<file path="src/rtl/pc_fetch_unit.sv">
// PC register and single-slot instruction fetch sequencer.
// Feeds decode one instruction at a time over a req/ready memory handshake.
module pc_fetch_unit #(
  parameter int               WIDTH      = 32,
  parameter logic [WIDTH-1:0] RESET_ADDR = '0
) (
  input  logic             clk,
  input  logic             reset,
  input  logic             stall,
  input  logic             br_sel,
  input  logic [WIDTH-1:0] br_target,
  output logic             imem_req,
  output logic [WIDTH-1:0] imem_addr,
  input  logic             imem_ready,
  input  logic [WIDTH-1:0] instr_in,
  output logic [WIDTH-1:0] instr_out,
  output logic             instr_valid,
  output logic [WIDTH-1:0] pc_out,
  output logic [WIDTH-1:0] pc_plus4
);

  typedef enum logic [1:0] {
    S_IDLE,
    S_FETCH,
    S_REDIR
  } state_e;

  localparam logic [WIDTH-1:0] FOUR = WIDTH'(4);

  state_e           state_q, state_d;
  logic [WIDTH-1:0] pc_q, pc_d;
  logic [WIDTH-1:0] instr_q, instr_d;
  logic [WIDTH-1:0] pc_out_q, pc_out_d;
  logic             valid_q, valid_d;

  logic             in_fetch;
  logic             slot_held;
  logic             complete;
  logic             redirect;
  logic [WIDTH-1:0] seq_pc;

  assign seq_pc    = pc_q + FOUR;
  assign in_fetch  = (state_q == S_FETCH);
  assign slot_held = stall & valid_q;

  // Request drops while decode holds a live instruction.
  assign imem_req  = in_fetch & ~slot_held;
  assign complete  = imem_req & imem_ready;
  assign redirect  = br_sel & (state_q != S_IDLE);

  assign imem_addr   = pc_q;
  assign pc_plus4    = seq_pc;
  assign instr_out   = instr_q;
  assign instr_valid = valid_q;
  assign pc_out      = pc_out_q;

  always_comb begin
    state_d  = state_q;
    pc_d     = pc_q;
    instr_d  = instr_q;
    pc_out_d = pc_out_q;
    valid_d  = valid_q;
    unique case (state_q)
      S_IDLE: begin
        state_d = S_FETCH;
      end
      S_FETCH: begin
        if (redirect) begin
          pc_d    = br_target;
          valid_d = 1'b0;
          state_d = S_REDIR;
        end else if (complete) begin
          instr_d  = instr_in;
          pc_out_d = pc_q;
          valid_d  = 1'b1;
          pc_d     = seq_pc;
        end else if (!stall) begin
          valid_d = 1'b0;
        end
      end
      S_REDIR: begin
        valid_d = 1'b0;
        if (redirect) begin
          pc_d    = br_target;
          state_d = S_REDIR;
        end else begin
          state_d = S_FETCH;
        end
      end
      default: begin
        state_d = S_IDLE;
        valid_d = 1'b0;
      end
    endcase
  end

  always_ff @(posedge clk) begin
    if (reset) begin
      state_q  <= S_IDLE;
      pc_q     <= RESET_ADDR;
      instr_q  <= '0;
      pc_out_q <= '0;
      valid_q  <= 1'b0;
    end else begin
      state_q  <= state_d;
      pc_q     <= pc_d;
      instr_q  <= instr_d;
      pc_out_q <= pc_out_d;
      valid_q  <= valid_d;
    end
  end

  // A killed or not-yet-started fetch never leaves a live slot.
  a_redir_empty: assert property (
    @(posedge clk) disable iff (reset)
    (state_q == S_REDIR) |-> !valid_q
  );

  a_idle_empty: assert property (
    @(posedge clk) disable iff (reset)
    (state_q == S_IDLE) |-> (!valid_q && !imem_req)
  );

endmodule
</file>
<file path="config.mk">
export PLATFORM = sky130hd
export DESIGN_NAME = pc_fetch_unit
export DESIGN_NICKNAME = d
export VERILOG_FILES = /design/src/rtl/pc_fetch_unit.sv
export SDC_FILE = /design/constraint.sdc
export NUM_CORES = 1
export LEC_CHECK = 0
export ABC_AREA = 1
export BUFFER_PORTS_ARGS = -buffer_cell sky130_fd_sc_hd__buf_2
export CELL_PAD_IN_SITES_DETAIL_PLACEMENT = 0
export CELL_PAD_IN_SITES_GLOBAL_PLACEMENT = 2
export CORE_MARGIN = 4
export CORE_UTILIZATION = 22
export DETAILED_ROUTE_END_ITERATION = 7
export PLACE_DENSITY_LB_ADDON = 0.1
export SYNTH_ARGS = -nofsm -noshare
export SYNTH_HDL_FRONTEND = slang
export SYNTH_SLANG_ARGS = --single-unit
export TNS_END_PERCENT = 1
</file>
<file path="constraint.sdc">
create_clock -name clk -period 1.6 [get_ports clk]
set_input_delay 0.16 -clock clk [delete_from_list [all_inputs] [get_ports clk]]
set_output_delay 0.16 -clock clk [all_outputs]
set_load 0.02 [all_outputs]
</file>
* Yosys cells after proc, flatten, opt, wreduce, memory -nomap -nowiden
Cells that the tools add are included.
Storage, ports and cells: logic and storage cells 36, register bits after elaboration 99, output and inout bits 130, memories 0, bits in latches 0, bits in read-only memories 0, memory bits (writable) 0
Cells by class: reductions and logical operators 6, shift operators 0, bitwise gates (word level) 7, magnitude comparators 0, multiply operators 0, $add $sub $neg 1, muxes and demuxes 11, div/mod/pow operators 0, equal/unequal tests 6
Operators with widths (count):
- 2-to-1 mux 32 bit | 3
- one-hot mux 32 bit (2 select lines) | 1
- adder 32 x 3 -> 32 bit (second input constant) | 1
- one-hot mux 2 bit (3 select lines) | 1
- AND reduction 3 bit | 2
- bitwise AND 1 bit | 4
- 2-to-1 mux 2 bit | 2
- != test 4 x 2 -> 1 bit (second input constant) | 1
- nonzero test 2 bit | 2
- 2-to-1 mux 1 bit | 3
- != test 3 x 1 -> 1 bit (second input constant) | 1
- NOT 1 bit | 3
- == test 2 x 1 -> 1 bit (second input constant) | 1
- == test 2 bit (second input constant) | 1
- zero test 2 bit | 1
- != test 2 x 1 -> 1 bit (second input constant) | 1
- != test 2 bit (second input constant) | 1
- one-hot mux 1 bit (2 select lines) | 1
- AND reduction 2 bit | 1

* Longest topological paths before layout
Gate-level depths: netlist of the first run.
word-level depth 7, gate-level depth with buffers 12

* Worst setup path before layout of the first run
No wires, ideal clock.
path type reg2reg, start register state_q[1], end register pc_out_q[2] (netlist: pc_out[2]), setup time 0.132 ns, arrival 1.551 ns, period minus slack after synthesis 1.683 ns, path slack -0.083 ns, buffers on the path 2, stages on the path, launching flop included 10, cell sequence dfxtp_1 inv_1 ha_1 inv_2 a21oi_2 nand2_1 nor2_2 buf_4 buf_2 a21oi_1
On the way: longest elaborated chain between the ends 4, elaborated cells on any way between the ends 7, those cells by class eq/ne: 1; bitwise: 4; reduce/logical: 2
Ends and longest elaborated chain:
- start: declaration | RTL line 30 | state_e state_q, state_d;
- start signal: assignment | RTL line 105 | state_q <= state_d;
- == test 2 x 1 -> 1 bit | RTL line 43 | assign in_fetch = (state_q == S_FETCH);
- bitwise AND 1 bit | RTL line 47 | assign imem_req = in_fetch & ~slot_held;
- via imem_req | RTL line 12 | output logic imem_req,
- bitwise AND 1 bit | RTL line 48 | assign complete = imem_req & imem_ready;
- AND reduction 3 bit (no line)
- end signal: assignment | RTL line 108 | pc_out_q <= pc_out_d;
- end: declaration | RTL line 33 | logic [WIDTH-1:0] pc_out_q, pc_out_d;
The timed path passes the listed nets, and every way through them passes these cells. A chain may end at the register's enable or synchronous reset.

* Worst setup path after layout of the first run
start register pc_q[2] (netlist: imem_addr[2]), end output pc_plus4[26]
On the way: longest elaborated chain between the ends 1
Ends and longest elaborated chain:
- start: declaration | RTL line 31 | logic [WIDTH-1:0] pc_q, pc_d;
- start signal: assignment | RTL line 106 | pc_q <= pc_d;
- adder 32 x 3 -> 32 bit | RTL line 42 | assign seq_pc = pc_q + FOUR;
- end: declaration | RTL line 19 | output logic [WIDTH-1:0] pc_plus4
Every way passes these cells.

==> impl_metrics.toml, run 1 <==
[critical_path]
endpoint = "pc_plus4[26]"
cp_slowest_cell = "dfxtp_2"
reg2reg_to = "pc_out[21]$_SDFFE_PP0P_"
cp.depth = 10
cp_top_family = "simple AND/OR/NAND/NOR gates"
crit_path_start = "imem_addr[2]$_SDFFE_PP0P_"
rr_startpoint = "state_q[0]$_SDFFE_PP0P_"
cpMostUsedCell = "nand2_1"
end_kind = "primary output"
cp-start-kind = "flip-flop"
setup.reg_to_reg.worst_slack_ps = -70
r2r_cells = 10
worstPathArrival_ps = 1750
path_cells = "ha_4 -> nand2_2 -> nor2_4 -> nand2_4 -> buf_12 -> inv_1 -> nand2_1 -> nand2_1 -> nand2_1 -> buf_4"
cp_data_required_time_ps = 1440
crit_buf_inv = 3
path_class = "reg -> out"
max_stage_delay_ps = 360
cp_max_fo = 4

[floorplan]
die_w_um = 156
die_area_sq_um = 24300
ios = 199
die_h_um = 156
initial_core_util = 0.226
core_sq_um = 21300
rows = 53

[clocking]
clkLatencyLatePin_ps = 350
cts_buffers = 9
cts_buffer_depth = 2
clkTransAtPathRegs_ps = 70
cts_tree = "yes"
cts_root_buffer = "clkbuf_16"
numClockSinks = 99
htree_num_levels = 3

[placed_design]
dp_hpwl_um = 14400
dp.cells = 1202
place_congestion = 0.757
place_ws_ps = -155
numPortBuffers = 198

[timing]
fin_skew_ps = 10.9
finalHoldViolations = 0
finalWorstSetupSlack_ps = -306
drv_slew = 0
setup_viol = 64
max_slew_margin = 0.724
fmax_mhz = 525
rsz0062_at_grt = "yes"
fin_crit_sh = 1.19
period_needed_ps = 1910
tightest_slew_ps = 414

[layout]
final_core_util = 0.342
nets = 1014
area_growth_pct = 51.2
final_cells = 1221
drive_gt1_frac = 0.420
nFillCells = 2323

[grt]
antenna_found_initial = 1
grt_max_degree = 98
grt_pass1_vias = 5415
grt_overflow = 0
grt_pass1_wl_um = 29500
grt_usage = 0.153

[synth]
synth_ff_type = "dfxtp_1"
ys_warn_count = 0
synth_compound_area_frac = 0.188
yosys.area.top_type = "dfxtp_1"
synth.area.top_cells = "dfxtp_1, o21ai_0, nand2_1"
yosys.area_share.adder = 0.0130
synth_top_area_frac = 0.412
yosysMostFrequentCell = "nand2_1"
ys_seq_area_frac = 0.412
synthesis.area_sq_um = 4810
synth_nets = 768
avgSynthCellArea_sq_um = 6.94
ys_ff_latch = 99
synth_edf_count = 0
synth.top_cells.by_count = "nand2_1, o21ai_0, nor2_1"
ys_async_sr_fraction = 0
synth_top_family_by_area = "simple AND/OR/NAND/NOR gates"
synth_xor_xnor_area_share = 0.0146
syn_inst = 694
synth.distinct_cells = 29
synth_mux_area_frac = 0
yosys.area_share.simple = 0.291

[status]
violations = "setup timing"
outcome = "finished with violations"

[route]
vias = 5262
totalWireLength_um = 18900
ant_nets = 0
via_per_inst = 4.31
drc = 0
drt_first_pass_iters = 4
wl_per_cell_um = 15.4
drtIter0Drc = 224

[power_and_ir_drop]
power.leakage_uw = 0.00359
power_uw = 12500
max-vdd-ir-drop_uv = 684
power_density_nw_per_um2 = 1720

[hold_path]
hp-class = "in -> reg"

[flow_run]
drv_cap = 0
## layout make-up
class,count,area (sq um),area share
sequential,99,2000,0.275
inverter,53,204,0.0280
clock inverter,6,70.1,0.00963
tap,275,344,0.0473
timing repair buffer,271,1720,0.237
antenna,1,2.50,0.000344
multi-input combinational,506,2690,0.370
clock buffer,10,239,0.0328
## through the flow
| step | hold WS, ps | cell area (sq um) | TNS, ps |
|---|---|---|---|
| detailed placement | 378 | 6590 | -8760 |
| global route | 13.8 | 7280 | -19960 |
| global placement | 374 | 6590 | -2420 |
| CTS | 11.9 | 7170 | -8580 |
| finish | 27.5 | 7280 | -7300 |
| floorplan | 229 | 4830 | -84.5 |
## worst min-delay path, stage by stage
cell    delay, ps
buf_2          70
nor2_1         30
nor2_1         80
## worst min-delay path by stage
stage	from	to	slack [ps]	cells past startpoint
after global routing	instr_in[11]	instr_out[11]$_SDFFE_PP0P_	10	3
after CTS	instr_in[14]	instr_out[14]$_SDFFE_PP0P_	10	3
after detailed placement	reset	instr_valid$_SDFFE_PP0P_	380	2
after floorplan	reset	state_q[1]$_SDFFE_PP0P_	230	1
final	instr_in[30]	instr_out[30]$_SDFFE_PP0P_	30	3
after global placement	reset	state_q[1]$_SDFFE_PP0P_	370	2
## per-layer routing
layer,global-route usage,part of all wire,wire length [um],up-vias
met1,0.194,0.44,8310,2383
met2,0.255,0.47,8930,126
met4,0.0275,0.011,214,2
met5,0,0.00069,13,-
met3,0.0549,0.074,1390,12
li1,-,-,-,2739
## placed cells by master (no fill, tap or decap), types with 2 or more instances in the layout
master / instances
clkbuf_16: 9
inv_1: 41
ha_1: 3
nand3_1: 32
nor2_2: 19
o21ai_0: 63
buf_12: 7
a21oi_1: 61
nor2_1: 89
inv_2: 10
xor2_2: 4
buf_4: 70
nand2_1: 117
xor2_4: 3
nand3_2: 3
dfxtp_2: 14
buf_6: 13
nand2_4: 5
nor2_4: 11
inv_4: 2
buf_2: 180
dfxtp_1: 84
or2_2: 16
inv_6: 3
nand3b_1: 2
nand2_2: 15
o21ai_1: 50
## power by group
group	switching, uW	internal [uW]
Combinational	4050	2540
Sequential	442	3170
Clock	1060	1280
Total	5550	6990
## what timing repair did
item	CTS	global route
gates resized for setup	90	64
buffers inserted	1	0
hold endpoints to repair	2	0
pin swaps	11	11
hold buffers	1	0
endpoints found under the setup margin	124	125
## registers in the layout, summed over array words and instances, names as in the netlist
name,count
imem_addr,32
instr_out,32
pc_out,32
state_q,2
instr_valid,1
## kinds of logic after synthesis
group           Yosys count
buf+inv                  89
xor+xnor                  8
fa+ha+maj                 5
simple gates            314
flops                    99
compound gates          179
Power figures use the tool's default switching activity.
==> run 2: changes to the inputs <==
--- a/config.mk
+++ b/config.mk
@@ -5,12 +5,11 @@
 export SDC_FILE = /design/constraint.sdc
 export NUM_CORES = 1
 export LEC_CHECK = 0
-export ABC_AREA = 1
 export BUFFER_PORTS_ARGS = -buffer_cell sky130_fd_sc_hd__buf_2
 export CELL_PAD_IN_SITES_DETAIL_PLACEMENT = 0
 export CELL_PAD_IN_SITES_GLOBAL_PLACEMENT = 2
 export CORE_MARGIN = 4
-export CORE_UTILIZATION = 22
+export CORE_UTILIZATION = 23
 export DETAILED_ROUTE_END_ITERATION = 7
 export PLACE_DENSITY_LB_ADDON = 0.1
 export SYNTH_ARGS = -nofsm -noshare
==> run 2 against run 1 <==
Net effect:
- the flow still finishes with violations (setup timing)
- power down 2.0%
- critical endpoint is now pc_plus4[29]
- worst setup slack lost 410 ps
- clock skew is 0.66 ps higher
- non-clock buffer count up 37
- via count is 5.7% higher
- cell count fell by 2.1%
- synthesized area up 1.4%
- critical path depth is 5 lower
- sequential share of layout area shrank 1.6 points
- worst hold slack better by 9.1 ps
- synthesized cell count decreased by 5.5%
- first-iteration DRC count down 1.3%
==> impl_metrics.toml, run 2 <==
[layout]
nFillCells = 2268
final-seq-area_sq_um = 2020
multi_input_area_sq_um = 3020
drive_gt1_frac = 0.463
area_growth_pct = 59.8
layout.cells.most_common_list = "buf_2, nand2_1, buf_4"
final_core_util = 0.372
layout_commonest_cell = "buf_2"
nets = 990
antenna_cells_inserted = 0

[critical_path]
cp_data_required_time_ps = 1440
r2r_cells = 6
max_stage_delay_ps = 530
rr_startpoint = "imem_addr[24]$_SDFFE_PP0P_"
cp_slowest_cell = "or4_1"
worstPathArrival_ps = 2150
path_class = "reg -> out"
cp_top_family = "simple AND/OR/NAND/NOR gates"
cp_max_fo = 2
path_cells = "nand4_1 -> or4_1 -> or4_4 -> xnor2_4 -> buf_6"
end_kind = "primary output"
cp-start-kind = "flip-flop"
setup.reg_to_reg.worst_slack_ps = -380
crit_buf_inv = 1
reg2reg_to = "imem_addr[29]$_SDFFE_PP0P_"

[clocking]
htree_num_levels = 3
clkLatencyLatePin_ps = 360
hold_buffers = 0
clkTransAtPathRegs_ps = 70
cts_buffer_depth = 2
cts_root_buffer = "clkbuf_16"
cts_buffers = 9
cts_tree = "yes"
numClockSinks = 99

[route]
drt_first_pass_iters = 4
wl_met3_um = 1070
wl_met1_um = 9180
via_per_inst = 4.65
drtIter0Drc = 221
routed-wl-met2_um = 9940
wl_per_cell_um = 17.1
drc = 0
vias = 5562
ant_nets = 0
totalWireLength_um = 20400
top_layer = "met4"

[grt]
grt_max_degree = 41
grt_pass1_wl_um = 31300
antenna_found_initial = 0
grt_pass1_vias = 5533
grt_usage = 0.166
grt_overflow = 0

[placed_design]
numPortBuffers = 198
place_congestion = 0.827
dp_hpwl_um = 15300

[floorplan]
die_h_um = 154
die_area_sq_um = 23600
ios = 199
die_w_um = 154
initial_core_util = 0.233
rows = 53
core_sq_um = 21000

[power_and_ir_drop]
internal_power_uw = 7020
p_seq_frac = 0.264
max-vdd-ir-drop_uv = 754
swShare = 0.428
combPwrFrac = 0.548
power.leakage_uw = 0.00350
power.share.clock = 0.187
switching_power_uw = 5260
power_uw = 12300
power_density_nw_per_um2 = 1570

[synth]
syn_inst = 656
synth.distinct_cells = 51
ys_seq_area_frac = 0.406
synth_ff_type = "dfxtp_1"
ys_ff_latch = 99
synthesis.area_sq_um = 4880
synth_edf_count = 0
synth_nets = 730
ys_async_sr_fraction = 0
yosys.area.top_type = "dfxtp_1"
avgSynthCellArea_sq_um = 7.44
synth.top_cells.by_count = "nand2_1, dfxtp_1, a21oi_1"
ys_warn_count = 0
synth_top_area_frac = 0.406
synth.area.top_cells = "dfxtp_1, nand2_1, a21oi_1"
yosysMostFrequentCell = "nand2_1"

[timing]
fin_crit_sh = 1.45
drv_slew = 0
fmax_mhz = 432
tightest_slew_ps = 463
finalHoldViolations = 0
rsz0062_at_grt = "yes"
setup_viol = 120
whs_ps = 36.6
max_slew_margin = 0.691
fin_skew_ps = 11.6
period_needed_ps = 2310
finalWorstSetupSlack_ps = -713

[flow_run]
drv_cap = 0

[status]
outcome = "finished with violations"
violations = "setup timing"

[hold_path]
min_from = "instr_in[18]"
holdPathEnd = "instr_out[18]$_SDFFE_PP0P_"
hp-class = "in -> reg"
hold_depth = 3
run 2: cell count changes after synthesis, moves of 19 or more:
cell	change
nand2_1	+44
a21oi_1	+23
o21ai_0	-95
xnor2_1	+19
nor2_1	-62
clkbuf_1	+25
inv_1	-37
run 2: worst min-delay path: stages:
cell and delay (ps):
buf_2 100, nand2_1 40, a21oi_1 50
run 2: repair_timing:
action | 4_1_cts | 5_1_grt
resized for setup | 86 | 46
buffers inserted | 0 | 0
setup endpoints to repair | 125 | 125
pin swaps | 19 | 12
run 2: kinds of logic after synthesis:
kind of cell,count (synthesis),share of synthesized area
DFF,99,0.406
adders and majority gates,5,0.0128
and+or+nand+nor,311,0.294
muxes,5,0.0103
xor gates and xnor gates,28,0.0503
buffers and inverters,69,0.0587
AOI/OAI and AO/OA,139,0.167
run 2: how the worst max path moves through the flow:
stage / cells after the start / slack [ps] / to / startpoint
after floorplan: 5 / -450 / pc_plus4[29] / imem_addr[25]$_SDFFE_PP0P_
after global routing: 5 / -780 / pc_plus4[29] / imem_addr[24]$_SDFFE_PP0P_
final: 5 / -710 / pc_plus4[29] / imem_addr[24]$_SDFFE_PP0P_
after detailed placement: 8 / -490 / imem_addr[11]$_SDFFE_PP0P_ / state_q[0]$_SDFFE_PP0P_
after global placement: 8 / -420 / imem_addr[13]$_SDFFE_PP0P_ / state_q[0]$_SDFFE_PP0P_
after CTS: 5 / -730 / pc_plus4[29] / imem_addr[24]$_SDFFE_PP0P_
run 2: power groups by stage:
stage | Clock [uW] | Sequential, uW | Combinational (uW)
3_3_place_gp | 0 | 3250 | 6150
2_1_floorplan | 0 | 3770 | 2930
6_report | 2300 | 3240 | 6740
4_1_cts | 2380 | 3230 | 6640
3_5_place_dp | 0 | 3250 | 6210
5_1_grt | 2470 | 3300 | 7300
run 2: per-stage QoR:
stage	worst slack, ps	instances	setup TNS [ps]	instance area [sq um]
floorplan	-454	656	-34330	5030
global placement	-423	1180	-27910	7020
detailed placement	-488	1180	-33120	7020
CTS	-729	1195	-17730	7610
global route	-777	1195	-28850	7800
finish	-713	1195	-18270	7800
run 2: cell type report:
class                   count  share of cell area
inverters                  10             0.00545
clock inverters             4             0.00722
multi-input cells         488               0.387
repair buffers            308               0.266
clock buffers              11              0.0311
well taps                 275              0.0441
flip-flops and latches     99               0.259
run 2: per-layer routing:
layer  GRT usage  vias up
met5           0        -
met4      0.0463        0
met3      0.0374       22
met2       0.284      159
met1       0.211     2626
li1            -     2755
==> run 3: changes to the inputs <==
--- a/config.mk
+++ b/config.mk
@@ -11,8 +11,8 @@
 export CORE_MARGIN = 4
 export CORE_UTILIZATION = 23
 export DETAILED_ROUTE_END_ITERATION = 7
+export HOLD_SLACK_MARGIN = 0.08
 export PLACE_DENSITY_LB_ADDON = 0.1
 export SYNTH_ARGS = -nofsm -noshare
 export SYNTH_HDL_FRONTEND = slang
 export SYNTH_SLANG_ARGS = --single-unit
-export TNS_END_PERCENT = 1
==> run 3 against run 2 <==
Net effect:
- the run still ends with setup timing left
- sequential power up 2%
- clock power up 3%
- maximum frequency up 0.19%
- worst setup slack better by 4.4 ps
- critical path depth unchanged
- core utilization up 13 points
- sequential share of layout area down 6.6 points
- non-clock buffer count up 113
- critical path type unchanged
- largest cell class unchanged
- highest routed layer unchanged
==> impl_metrics.toml, run 3 (synthesis gave the netlist of run 2 again) <==
[layout]
layout.cells.most_common_list = "buf_2, buf_4, nand2_4"
nets = 1103
layout_commonest_cell = "buf_2"
area_growth_pct = 116
final_cell_area_sq_um = 10500
nFillCells = 2002
drive_gt1_frac = 0.688

[placed_design]
dp_hpwl_um = 15500
dpl_cell_area_sq_um = 7350
place_ws_ps = -328
numPortBuffers = 198
place_congestion = 0.830

[timing]
setup_viol = 121
fin_crit_sh = 1.44
period_needed_ps = 2310
finalHoldViolations = 0
finalSetupTns_ps = -23090
tightest_slew_ps = 528
whs_ps = 94.9
finalWorstSetupSlack_ps = -709
fmax_mhz = 433
drv_slew = 0
max_slew_margin = 0.648
rsz0062_at_grt = "yes"
fin_skew_ps = 12.1

[power_and_ir_drop]
p_seq_frac = 0.207
internal_power_uw = 9130
switching_power_uw = 6910
swShare = 0.431
max-vdd-ir-drop_uv = 797
power_density_nw_per_um2 = 1520
power.leakage_uw = 0.00495
combPwrFrac = 0.645
power.share.clock = 0.148

[clocking]
cts_tree = "yes"
htree_num_levels = 3
clkLatencyLatePin_ps = 360
clkTransAtPathRegs_ps = 80
cts_root_buffer = "clkbuf_16"
numClockSinks = 99
cts_buffers = 9
cts_buffer_depth = 2

[floorplan]
rows = 53
core_sq_um = 21000
die_h_um = 154
die_w_um = 154
ios = 199
die_area_sq_um = 23600
initial_core_util = 0.233

[status]
violations = "setup timing"
outcome = "finished with violations"

[critical_path]
worstPathArrival_ps = 2150
cp-start-kind = "flip-flop"
cp_data_required_time_ps = 1440
max_stage_delay_ps = 530
path_class = "reg -> out"
crit_buf_inv = 1
cp_slowest_cell = "or4_4"
end_kind = "primary output"
cpMostUsedCell = "or4_4"
path_cells = "nand4_1 -> or4_4 -> or4_4 -> xnor2_4 -> buf_6"
cp_top_family = "simple AND/OR/NAND/NOR gates"
setup.reg_to_reg.worst_slack_ps = -540
cp_max_fo = 2

[route]
drtIter0Drc = 266
via_per_inst = 4.74
drc = 0
wl_per_cell_um = 18.7
vias = 6208
ant_nets = 0
totalWireLength_um = 24500
drt_first_pass_iters = 4

[grt]
grt_pass1_wl_um = 36700
antenna_found_initial = 1
grt_usage = 0.197
grt_max_degree = 36
grt_pass1_vias = 6404
grt_overflow = 0

[hold_path]
hp-class = "in -> reg"

[flow_run]
drv_cap = 0
run 3: changes by cell type in the layout (fill, tap and decap cells not counted), sizes merged:
cell / delta
diode: +2
inv: +2
buf: +74
dlygate4sd3: +38
run 3: final timing paths:
| kind | startpoint | endpoint | depth (start not counted) |
|---|---|---|---|
| min reg2reg | pc_out[23]$_SDFFE_PP0P_ | pc_out[23]$_SDFFE_PP0P_ | 2 |
| max | imem_addr[25]$_SDFFE_PP0P_ | pc_plus4[29] | 5 |
| max reg2reg | imem_addr[25]$_SDFFE_PP0P_ | imem_addr[29]$_SDFFE_PP0P_ | 8 |
| min | br_target[2] | imem_addr[2]$_SDFFE_PP0P_ | 3 |
run 3: power by group through the flow:
stage | Sequential, uW | Combinational, uW | Clock (uW)
global route | 3370 | 11000 | 2520
detailed placement | 3310 | 6780 | 0
CTS | 3270 | 9770 | 2450
finish | 3320 | 10300 | 2380
global placement | 3290 | 6740 | 0
floorplan | 3870 | 3610 | 0
run 3: layer usage:
metal	track usage	part of all wire	vias to the layer above
li1	-	-	3011
met1	0.263	0.43	3018
met2	0.333	0.51	164
met3	0.0284	0.052	15
met4	0.0551	0.0099	0
met5	0	0	-
run 3: through the flow:
step / cells / utilization / total power, uW
2_1_floorplan: 656 / - / 7480
3_3_place_gp: 1180 / 0.351 / 10000
3_5_place_dp: 1180 / 0.351 / 10100
4_1_cts: 1297 / 0.467 / 15500
5_1_grt: 1310 / 0.503 / 16900
6_report: 1311 / 0.503 / 16000
run 3: worst reg2reg max path, delay by kind of cell (launching register included):
kind	cells	cell delay, ps
AND/OR/NAND/NOR	4	1230
buffers and inverters	3	360
flip-flops	1	350
AO/OA/AOI/OAI	1	90
run 3: timing repair:
action	CTS	global route
cloned	15	1
endpoints found under the setup margin	122	124
hold buffers	38	0
pin swaps	121	132
setup buffers	49	25
resized for setup	255	203
endpoints found under the hold margin	38	0
run 3: layout make-up:
cell class | instances | area [sq um] | share of cell area
antenna | 2 | 5.00 | 0.000475
clock buffer | 10 | 239 | 0.0227
clock inverter | 6 | 70.1 | 0.00665
inverter | 10 | 50.0 | 0.00475
multi-input combinational | 488 | 4300 | 0.408
sequential | 99 | 2030 | 0.193
tap | 275 | 344 | 0.0327
timing repair buffer | 421 | 3500 | 0.332
